[config.mk]
export PLATFORM = sky130hd
export DESIGN_NAME = wb_arbiter_flat
export DESIGN_NICKNAME = d
export VERILOG_FILES = /design/src/rtl/wb_arbiter_if.sv /design/src/rtl/wb_arbiter.sv /design/src/flat_wrapper.sv
export SDC_FILE = /design/constraint.sdc
export NUM_CORES = 1
export LEC_CHECK = 0
export BUFFER_PORTS_ARGS = -buffer_cell sky130_fd_sc_hd__clkbuf_2
export CORE_MARGIN = 2
export CORE_UTILIZATION = 39
export CTS_CLUSTER_DIAMETER = 200
export DETAILED_ROUTE_END_ITERATION = 8
export GPL_TIMING_DRIVEN = 0
export PLACE_DENSITY = 0.67
export SYNTH_ARGS = -nofsm -noshare
export SYNTH_HDL_FRONTEND = slang
export SYNTH_SLANG_ARGS = --single-unit
[constraint.sdc]
create_clock -name clk -period 18.2 [get_ports clk]
set_clock_uncertainty 0.1 [all_clocks]
set_input_delay 0.91 -clock clk [delete_from_list [all_inputs] [get_ports clk]]
set_output_delay 0.91 -clock clk [all_outputs]
set_load 0.005 [all_outputs]
[src/rtl/wb_arbiter_if.sv]
// wb_arbiter_if: write-back arbiter bus bundle.
//   master: the producer side (ALU stream, long-latency source, register-file observer)
//   slave : the arbiter itself
//   alu_*  : ALU result stream; alu_stall_o holds it off
//   lat_*  : long-latency result stream, valid/ready
//   reg_*  : registered register-file write port
//   pend_mask_o : registers with a write still queued or on the write port
interface wb_arbiter_if;
    logic        alu_wen_i;
    logic [4:0]  alu_waddr_i;
    logic [63:0] alu_wdata_i;
    logic        alu_stall_o;
    logic        lat_valid_i;
    logic        lat_ready_o;
    logic [4:0]  lat_waddr_i;
    logic [63:0] lat_wdata_i;
    logic        reg_wen_o;
    logic [4:0]  reg_waddr_o;
    logic [63:0] reg_wdata_o;
    logic [31:0] pend_mask_o;

    modport master (
        output alu_wen_i, alu_waddr_i, alu_wdata_i, lat_valid_i, lat_waddr_i, lat_wdata_i,
        input  alu_stall_o, lat_ready_o, reg_wen_o, reg_waddr_o, reg_wdata_o, pend_mask_o
    );
    modport slave (
        input  alu_wen_i, alu_waddr_i, alu_wdata_i, lat_valid_i, lat_waddr_i, lat_wdata_i,
        output alu_stall_o, lat_ready_o, reg_wen_o, reg_waddr_o, reg_wdata_o, pend_mask_o
    );
endinterface

[src/rtl/wb_arbiter.sv]
// wb_arbiter: merges the ALU result stream and a long-latency result stream
// onto one registered 64-bit register-file write port.
//   clk, rst : clock, synchronous active-high reset
//   bus      : wb_arbiter_if.slave (alu_*, lat_*, reg_*, pend_mask_o)
//   stat_conflict_o : only with WB_ARB_STATS_EN defined; saturating count of
//                     cycles where the ALU won while the FIFO held a result
// Priority: ALU, then FIFO head, then same-cycle lat bypass when the FIFO is empty.
module wb_arbiter #(
    parameter int DEPTH        = 2,
    parameter int STARVE_LIMIT = 4
) (
    input  logic        clk,
    input  logic        rst,
    wb_arbiter_if.slave bus
`ifdef WB_ARB_STATS_EN
    ,
    output logic [31:0] stat_conflict_o
`endif
);
    localparam int AW = $clog2(DEPTH);
    localparam int PW = AW + 1;
    localparam int CW = $clog2(STARVE_LIMIT + 1);
    logic [4:0]    q_addr [DEPTH];
    logic [63:0]   q_data [DEPTH];
    logic [AW:0]   wr_ptr, rd_ptr, wr_n, rd_n, cnt_n;
    logic [CW-1:0] starve;
    logic          empty, full_n, alu_go, lat_nz, pop, bypass, push, wen_n;
    logic [4:0]    waddr_n;
    logic [63:0]   wdata_n;
    logic [31:0]   pend_n;

    assign bus.alu_stall_o = starve == CW'(STARVE_LIMIT);

    // Everything registered is computed from next state, so pend_mask_o and
    // lat_ready_o move in the same cycle as the FIFO and the write port.
    always_comb begin
        empty   = wr_ptr == rd_ptr;
        alu_go  = bus.alu_wen_i && !bus.alu_stall_o && |bus.alu_waddr_i;
        lat_nz  = bus.lat_valid_i && bus.lat_ready_o && |bus.lat_waddr_i;
        pop     = !alu_go && !empty;
        bypass  = !alu_go && empty && lat_nz;
        push    = lat_nz && !bypass;
        wr_n    = wr_ptr + PW'(push);
        rd_n    = rd_ptr + PW'(pop);
        cnt_n   = wr_n - rd_n;
        full_n  = (wr_n[AW] != rd_n[AW]) && (wr_n[AW-1:0] == rd_n[AW-1:0]);
        wen_n   = alu_go || pop || bypass;
        waddr_n = alu_go ? bus.alu_waddr_i : pop ? q_addr[rd_ptr[AW-1:0]] : bus.lat_waddr_i;
        wdata_n = alu_go ? bus.alu_wdata_i : pop ? q_data[rd_ptr[AW-1:0]] : bus.lat_wdata_i;
        pend_n  = wen_n ? 32'd1 << waddr_n : 32'd0;
        for (int i = 0; i < DEPTH; i++)
            if (PW'(AW'(AW'(i) - rd_n[AW-1:0])) < cnt_n)
                pend_n[(push && wr_ptr[AW-1:0] == AW'(i)) ? bus.lat_waddr_i : q_addr[i]] = 1'b1;
    end

    always_ff @(posedge clk) begin
        if (rst) begin
            wr_ptr          <= '0;
            rd_ptr          <= '0;
            starve          <= '0;
            bus.lat_ready_o <= 1'b0;
            bus.reg_wen_o   <= 1'b0;
            bus.reg_waddr_o <= '0;
            bus.reg_wdata_o <= '0;
            bus.pend_mask_o <= '0;
        end else begin
            if (push) begin
                q_addr[wr_ptr[AW-1:0]] <= bus.lat_waddr_i;
                q_data[wr_ptr[AW-1:0]] <= bus.lat_wdata_i;
            end
            wr_ptr          <= wr_n;
            rd_ptr          <= rd_n;
            starve          <= (alu_go && !empty) ? starve + 1'b1 : '0;
            bus.lat_ready_o <= !full_n;
            bus.reg_wen_o   <= wen_n;
            bus.reg_waddr_o <= waddr_n;
            bus.reg_wdata_o <= wdata_n;
            bus.pend_mask_o <= pend_n;
        end
    end

`ifdef WB_ARB_STATS_EN
    always_ff @(posedge clk) begin
        if (rst)
            stat_conflict_o <= '0;
        else if (alu_go && !empty && !(&stat_conflict_o))
            stat_conflict_o <= stat_conflict_o + 32'd1;
    end
`endif
endmodule

[src/flat_wrapper.sv]
// flat-port wrapper written by rule: the top's interface ports become plain ports
module wb_arbiter_flat 
#(
    parameter int DEPTH        = 2,
    parameter int STARVE_LIMIT = 4
)
  (clk, rst, bus_alu_wen_i, bus_alu_waddr_i, bus_alu_wdata_i, bus_lat_valid_i, bus_lat_waddr_i, bus_lat_wdata_i, bus_alu_stall_o, bus_lat_ready_o, bus_reg_wen_o, bus_reg_waddr_o, bus_reg_wdata_o, bus_pend_mask_o);
  wb_arbiter_if bus_i ();
  input  logic clk;
  input  logic rst;
  input wire logic [$bits(bus_i.alu_wen_i)-1:0] bus_alu_wen_i;
  input wire logic [$bits(bus_i.alu_waddr_i)-1:0] bus_alu_waddr_i;
  input wire logic [$bits(bus_i.alu_wdata_i)-1:0] bus_alu_wdata_i;
  input wire logic [$bits(bus_i.lat_valid_i)-1:0] bus_lat_valid_i;
  input wire logic [$bits(bus_i.lat_waddr_i)-1:0] bus_lat_waddr_i;
  input wire logic [$bits(bus_i.lat_wdata_i)-1:0] bus_lat_wdata_i;
  output wire logic [$bits(bus_i.alu_stall_o)-1:0] bus_alu_stall_o;
  output wire logic [$bits(bus_i.lat_ready_o)-1:0] bus_lat_ready_o;
  output wire logic [$bits(bus_i.reg_wen_o)-1:0] bus_reg_wen_o;
  output wire logic [$bits(bus_i.reg_waddr_o)-1:0] bus_reg_waddr_o;
  output wire logic [$bits(bus_i.reg_wdata_o)-1:0] bus_reg_wdata_o;
  output wire logic [$bits(bus_i.pend_mask_o)-1:0] bus_pend_mask_o;
  assign bus_i.alu_wen_i = bus_alu_wen_i;
  assign bus_i.alu_waddr_i = bus_alu_waddr_i;
  assign bus_i.alu_wdata_i = bus_alu_wdata_i;
  assign bus_i.lat_valid_i = bus_lat_valid_i;
  assign bus_i.lat_waddr_i = bus_lat_waddr_i;
  assign bus_i.lat_wdata_i = bus_lat_wdata_i;
  assign bus_alu_stall_o = bus_i.alu_stall_o;
  assign bus_lat_ready_o = bus_i.lat_ready_o;
  assign bus_reg_wen_o = bus_i.reg_wen_o;
  assign bus_reg_waddr_o = bus_i.reg_waddr_o;
  assign bus_reg_wdata_o = bus_i.reg_wdata_o;
  assign bus_pend_mask_o = bus_i.pend_mask_o;
  wb_arbiter #(.DEPTH(DEPTH), .STARVE_LIMIT(STARVE_LIMIT)) u_core (.clk(clk), .rst(rst), .bus(bus_i));
endmodule
==> results of run 1 <==
[worst paths after layout]
check | endpoint | depth (start not counted) | from | slack, ps
worst max-delay path | u_core.bus.pend_mask_o[27] | 15 | bus_alu_waddr_i[2] | 13390
worst min-delay path | u_core.starve[0] | 1 | u_core.starve[0] | 360
worst max register to register | u_core.bus.pend_mask_o[27] | 16 | u_core.starve[0] | 13610
worst min register to register | u_core.starve[0] | 1 | u_core.starve[0] | 360
[synthesized netlist by cell type, types with 4 or more instances]
cell type and n:
a21oi_1 65, a221oi_1 4, a22oi_1 32, a31oi_1 12, buf_1 6, buf_2 5
clkbuf_1 43, dfxtp_1 110, edfxtp_1 138, ha_1 8, inv_1 12, mux2_2 4
mux2i_1 68, nand2_1 133, nand4_1 8, nor2_1 33, nor2b_1 7, nor3_1 9
nor3b_1 6, o211ai_1 65, o22ai_1 25, o22ai_2 7, xnor2_1 6
[final cells by class]
cell class,count,area share
sequential,248,0.500
inverter,12,0.00355
clock inverter,13,0.00768
antenna,3,0.000591
tap,330,0.0325
buffer,56,0.0179
timing repair buffer,258,0.109
clock buffer,37,0.0643
multi-input combinational,525,0.265
[state kept, by name, summed over array words and instances, names as in the netlist]
| name | flops |
|---|---|
| u_core.bus.pend_mask_o | 32 |
| u_core.bus.lat_ready_o | 1 |
| u_core.wr_ptr | 2 |
| u_core.rd_ptr | 2 |
| u_core.q_data | 128 |
| u_core.bus.reg_waddr_o | 5 |
| u_core.q_addr | 10 |
| u_core.starve | 3 |
| u_core.bus.reg_wen_o | 1 |
| u_core.bus.reg_wdata_o | 64 |
[metal layers]
layer  track usage  up-vias
li1              -     3726
met1         0.258     3675
met2         0.333      330
met3        0.0369       50
met4        0.0610        0
met5             0        -
[per-stage QoR]
stage / power [mW] / setup WS [ps] / cell area (sq um)
6_report: 1.49 / 13390 / 12700
5_1_grt: 1.55 / 13090 / 12700
4_1_cts: 1.50 / 13430 / 12700
3_5_place_dp: 0.949 / 12910 / 11800
3_3_place_gp: 0.945 / 7390 / 11600
2_1_floorplan: 0.835 / 10950 / 9980
[cell families after synthesis]
group,count (synthesis),share of synthesized area
flip-flops,248,0.636
AO/OA/AOI/OAI,225,0.154
AND/OR/NAND/NOR,212,0.0927
multiplexers,72,0.0727
buffers and inverters,68,0.0273
XOR/XNOR,8,0.00702
adder cells (fa/ha/maj),8,0.0100
[power by group through the flow]
stage               sequential [mW]  clock, mW  combinational (mW)
detailed placement            0.649          0               0.300
floorplan                     0.653          0               0.182
global route                  0.641      0.581               0.329
finish                        0.638      0.547               0.301
global placement              0.652          0               0.293
CTS                           0.638      0.558               0.302
==> summary.txt, run 1 <==
Outcome
  • Outcome: complete, no violations

Power and ir drop
  • Flop pwr share: 0.429
  • Psw: 0.421 mW
  • Pint: 1.06 mW
  • Peak VDD IR: 0.0000713 V
  • Pleak: 4.79 nW
  • Clock share of power: 0.368
  • Sw Ratio: 0.283
  • PD cells: 117 nW/um^2
  • Logic gate share of total power: 0.202

Timing
  • Setup TNS: 0 ps
  • Final period util: 0.264
  • Worst hold margin: 360 ps
  • FMAX: 0.208 GHz
  • # setup viols final: 0
  • Final Hold Viols: 0
  • Worst-margin pin slew: 945 ps
  • RSZ-0062 raised after global routing: false
  • Final min period: 4810 ps
  • Final count of pins violating max slew: 0
  • Slew headroom: 0.367

Die
  • Initial core utilization: 0.396
  • Core box area: 25200 sq um
  • # IOs: 246
  • Die height: 164 um
  • Die Area: 26900 sq um
  • Die Width: 164 um
  • Row count: 58

CTS
  • Worst-path clk slew: 60 ps
  • Post-CTS Setup Inserts: 0
  • CTS Buffer Depth: 3
  • TritonCTS buffer count: 27
  • Root Buffer: clkbuf_16
  • Htree depth: 1
  • CTS sink cnt: 248
  • Clock Latency Late Sink: 520 ps
  • CTS resizes: 0
  • CTS tree: done
  • Post-CTS Hold Fix Bufs: 0

Worst setup path
  • CP peak stage delay: 550 ps
  • Critical path arrival: 5130 ps
  • Crit. End Element: register
  • Kind of critical path: input port to register
  • Worst-path maximum fanout: 10
  • CP Cell Sequence: clkbuf_2, or4_4, o21ai_2, clkbuf_1, a21o_1, inv_1, ha_1, clkbuf_1, xnor2_1, xnor2_1, ha_1, o21ai_0, nor2_1, a22oi_1, o22ai_1
  • Data required time of the worst path: 18520 ps
  • Top delay family on crit path: compound AO/OA/AOI/OAI gates
  • CP Buf/Inv Count: 4
  • Critical path launch point type: input port
  • Max stage delay cell, worst path: or4_4

Synthesis
  • Unique masters post-synth: 46
  • Post-Syn Instances: 841
  • Avg Cell Area, Syn: 11.9 sq um
  • Top_reg_cell synth: edfxtp_1
  • Synth Net Count: 991
  • Share of flip-flops with an asynchronous set or reset: 0
  • Seq cells post-synth: 248
  • Synthesized cell area: 9980 sq um
  • Synth top area share: 0.415
  • Leading area contributor after synthesis: edfxtp_1
  • Post-synthesis sequential area ratio: 0.636
  • Synth top area cells: edfxtp_1, dfxtp_1, mux2i_1
  • Post-synth EDFFs: 138
  • Total number of yosys warnings: 0

Global route
  • Pin count of the biggest net entering global routing: 14
  • Total GRT Usage: 0.197
  • Number of global-route vias before repair: 7473
  • First-pass GRT wire length: 41000 um
  • Total grt overflow: 0
  • Initial antenna violation count: 2

Route
  • Met1 Routed Length: 12000 um
  • Vias per cell: 5.25
  • Post-route ant nets: 0
  • DR DRC count: 0
  • DRT Wirelength: 27800 um
  • Number of DRC markers in iteration 0: 675
  • Via count: 7781
  • First drt pass iteration count: 7
  • DR WL/cell: 18.8 um
  • Metal2 WL: 13200 um
  • Met3 wire len: 1970 um
  • DR top layer: met4

Finish
  • Share of layout cells above drive strength 1: 0.283
  • Synth-to-layout area growth: 27.3%
  • Fillers: 2216
  • Final Core Density: 0.504
  • Sequential cell area: 6350 sq um
  • Multi-input gate area: 3370 sq um
  • Net count, final: 1278
  • Final std cells w/o fill: 1482
  • Most frequent cells in the layout: clkbuf_2, edfxtp_1, nand2_1
  • Leading cell type in the layout, fill and taps excluded: clkbuf_2

Placed design
  • Final GP Congestion: 0.884
  • Input/output buffers: 244
  • DPL Wire Length: 20100 um
  • Placed insts: 1429

Worst hold path
  • Worst hold-check path type: register to register

Flow run
  • Max-Cap Viols: 0
(Power assumes the default switching activity.)
==> inputs of run 2 (changes only) <==
--- a/config.mk
+++ b/config.mk
@@ -11,7 +11,7 @@
 export CTS_CLUSTER_DIAMETER = 200
 export DETAILED_ROUTE_END_ITERATION = 8
 export GPL_TIMING_DRIVEN = 0
-export PLACE_DENSITY = 0.67
+export PLACE_DENSITY = 0.7
 export SYNTH_ARGS = -nofsm -noshare
 export SYNTH_HDL_FRONTEND = slang
 export SYNTH_SLANG_ARGS = --single-unit
==> constraint.sdc (replaced) <==
create_clock -name clk -period 4.2 [get_ports clk]
set_clock_uncertainty 0.1 [all_clocks]
set_input_delay 0.21 -clock clk [delete_from_list [all_inputs] [get_ports clk]]
set_output_delay 0.21 -clock clk [all_outputs]
set_load 0.005 [all_outputs]
==> run 2 against run 1 <==
Clock power increased to 4.3 times the previous value. Wire length is 11% higher. Design area is 12% higher. Power grew to 4.4 times the previous value. Via count up 11%. Sequential power increased to 4.3 times the previous value. Die area stayed put. Cell count rose by 9.2%. Sequential cell count unchanged. Sequential share of layout area down 5.3 points. Largest power group unchanged.
==> summary.txt, run 2 (synthesized netlist as in run 1, its figures left out) <==
Power and ir drop
  • Pleak: 5.41 nW (+13%)
  • Peak VDD IR: 0.000282 V (+300%)
  • PD cells: 464 nW/um^2 (+300%)
  • Total Power: 6.59 mW (+340%)

Timing
  • RSZ-0062 raised after global routing: false
  • Final count of pins violating max slew: 0 (unchanged)
  • Slew headroom: 0.407 (+0.0401)
  • Final period util: 0.942
  • Final min period: 3960 ps
  • Worst-margin pin slew: 890 ps (-55.0 ps)
  • FMAX: 0.253 GHz
  • Final Hold Viols: 0 (unchanged)
  • Setup WS post-layout: 243 ps (-13150 ps)
  • # setup viols final: 0 (unchanged)
  • Worst hold margin: 35.3 ps (-325 ps)

Finish
  • Leading cell type in the layout, fill and taps excluded: clkbuf_2
  • Share of layout cells above drive strength 1: 0.251 (-0.0317)
  • Most frequent cells in the layout: clkbuf_2, dlygate4sd3_1, edfxtp_1
  • Finished Cell Area: 14200 sq um (+12%)
  • Net count, final: 1416 (+11%)
  • Max FFs per register: 128 (unchanged)
  • Synth-to-layout area growth: 42.3%

Die
  • # IOs: 246 (unchanged)
  • Core box area: 25200 sq um (unchanged)
  • Die height: 164 um (unchanged)
  • Row count: 58 (unchanged)
  • Die Width: 164 um (unchanged)
  • Die Area: 26900 sq um (unchanged)
  • Initial core utilization: 0.396 (unchanged)

Worst setup path
  • Top delay family on crit path: compound AO/OA/AOI/OAI gates
  • Worst-path maximum fanout: 10 (unchanged)
  • CP peak stage delay: 660 ps (+110 ps)
  • Data required time of the worst path: 4540 ps (-13980 ps)
  • CP Cell Sequence: dlygate4sd3_1, clkbuf_2, or4_1, o211ai_1, a21o_1, inv_1, ha_1, xnor2_1, xnor2_1, ha_1, a21oi_1, a22oi_1, o22ai_1
  • Crit. End Element: register
  • Critical path launch point type: input port
  • Critical path arrival: 4290 ps (-840 ps)
  • Worst R2R Setup Slack: 290 ps (-13320 ps)
  • Kind of critical path: input port to register
  • Max stage delay cell, worst path: a21oi_1
  • R2r worst-path depth: 13 (-3)
  • CP Buf/Inv Count: 3 (-1)
  • Reg2Reg Capture Point: u_core.bus.pend_mask_o[15]
  • Reg-to-reg startpoint: u_core.starve[0]

Route
  • DRT Wirelength: 30800 um (+11%)
  • DR DRC count: 0 (unchanged)
  • Vias per cell: 5.32 (+1.4%)
  • DR WL/cell: 19.0 um (+1.3%)
  • Via count: 8619 (+11%)
  • Post-route ant nets: 0 (unchanged)
  • First drt pass iteration count: 5 (-2)
  • Number of DRC markers in iteration 0: 689 (+2.1%)

Flow run
  • Max-Cap Viols: 0 (unchanged)

Placed design
  • Pre-CTS setup slack: -580 ps (-13490 ps)
  • Placed Instance Area: 11800 sq um (+0.32%)
  • DPL Wire Length: 20000 um (-0.37%)
  • Input/output buffers: 244 (unchanged)
  • Final GP Congestion: 0.917 (+3.8%)

Global route
  • Met2 Usage GRT: 0.376 (+0.0428)
  • First-pass GRT wire length: 45800 um (+12%)
  • Total grt overflow: 0 (unchanged)
  • Initial antenna violation count: 1 (-1)
  • Grt peak-use layer: met2
  • Pin count of the biggest net entering global routing: 21 (+7)
  • Met3 Use GR: 0.0376 (+0.000758)
  • Number of global-route vias before repair: 8745 (+17%)
  • Grt met1 use: 0.273 (+0.0151)
  • Total GRT Usage: 0.219 (+0.0216)

CTS
  • CTS tree: done
  • Post-CTS Setup Inserts: 0 (unchanged)
  • TritonCTS buffer count: 27 (unchanged)
  • Root Buffer: clkbuf_16
  • Clock Latency Late Sink: 530 ps (about the same)
  • Worst-path clk slew: 60 ps (about the same)
  • Htree depth: 1 (unchanged)
  • CTS sink cnt: 248 (unchanged)
  • CTS Buffer Depth: 3 (unchanged)

Worst hold path
  • WHS Endpoint: u_core.bus.reg_wen_o
  • WHS Path Cells: 3 (+2)
  • Beginning of the worst hold path: bus_lat_valid_i
  • Worst hold-check path type: input port to register

Outcome
  • Outcome: complete, no violations
## run 2: cell types whose count changed in the layout (fill, tap and decap cells not counted), sizes merged
cell / before / now
buf: 27 / 21
bufinv: 1 / 2
clkinv: 10 / 9
dlygate4sd3: 0 / 147
clkbuf: 324 / 320
## run 2: worst max-delay path by stage
stage,slack (ps),startpoint,depth (start not counted),to
after floorplan,-560,u_core.starve[0],7,u_core.q_addr[0][0]
after detailed placement,-580,bus_alu_waddr_i[2],15,u_core.bus.pend_mask_o[30]
after global placement,-2850,u_core.starve[0],7,u_core.q_data[0][40]
final,240,bus_lat_waddr_i[4],13,u_core.bus.pend_mask_o[15]
after global routing,3,u_core.starve[0],14,u_core.bus.pend_mask_o[10]
after CTS,230,u_core.starve[0],14,u_core.bus.pend_mask_o[30]
## run 2: worst reg2reg max path, stage by stage (launching register included)
cell and delay (ps):
dfxtp_1 360, inv_1 60, ha_1 210, a21boi_2 340, o21ai_4 270, a21o_1 310, inv_1 110, ha_1 400
xnor2_1 220, xnor2_1 130, ha_1 240, a21oi_1 660, a22oi_1 190, o22ai_1 210
## run 2: per-stage QoR
stage | TNS [ps] | instances | util
finish | 0 | 1619 | 0.564
floorplan | -76860 | 841 | -
global route | 0 | 1617 | 0.563
detailed placement | -15390 | 1423 | 0.469
CTS | 0 | 1617 | 0.563
global placement | -400600 | 1415 | 0.461
## run 2: metal layers
metal | up-vias | routed length (um)
met5 | - | 0
met1 | 4062 | 12600
met4 | 0 | 1130
li1 | 4008 | -
met3 | 89 | 2260
met2 | 460 | 14800
## run 2: report_power, final
| group | switching [mW] | internal, mW |
|---|---|---|
| registers | 0.0532 | 2.72 |
| clock network | 0.959 | 1.39 |
| logic | 0.884 | 0.580 |
| total | 1.90 | 4.69 |
## run 2: final cells by class
class / instances / area [sq um]
Inverter: 12 / 45.0
Clock inverter: 13 / 130
Fill cell: 1991 / 11000
Tap cell: 330 / 413
Timing Repair Buffer: 399 / 2880
Sequential cell: 248 / 6350
Multi-Input combinational cell: 525 / 3400
Antenna cell: 3 / 7.51
Clock buffer: 36 / 759
Buffer: 53 / 216
## run 2: what timing repair did
action                                 in CTS  in global routing
resized for setup                           5                  1
endpoints found under the hold margin     202                  0
hold buffers                              147                  0
setup endpoints to repair                  32                 12
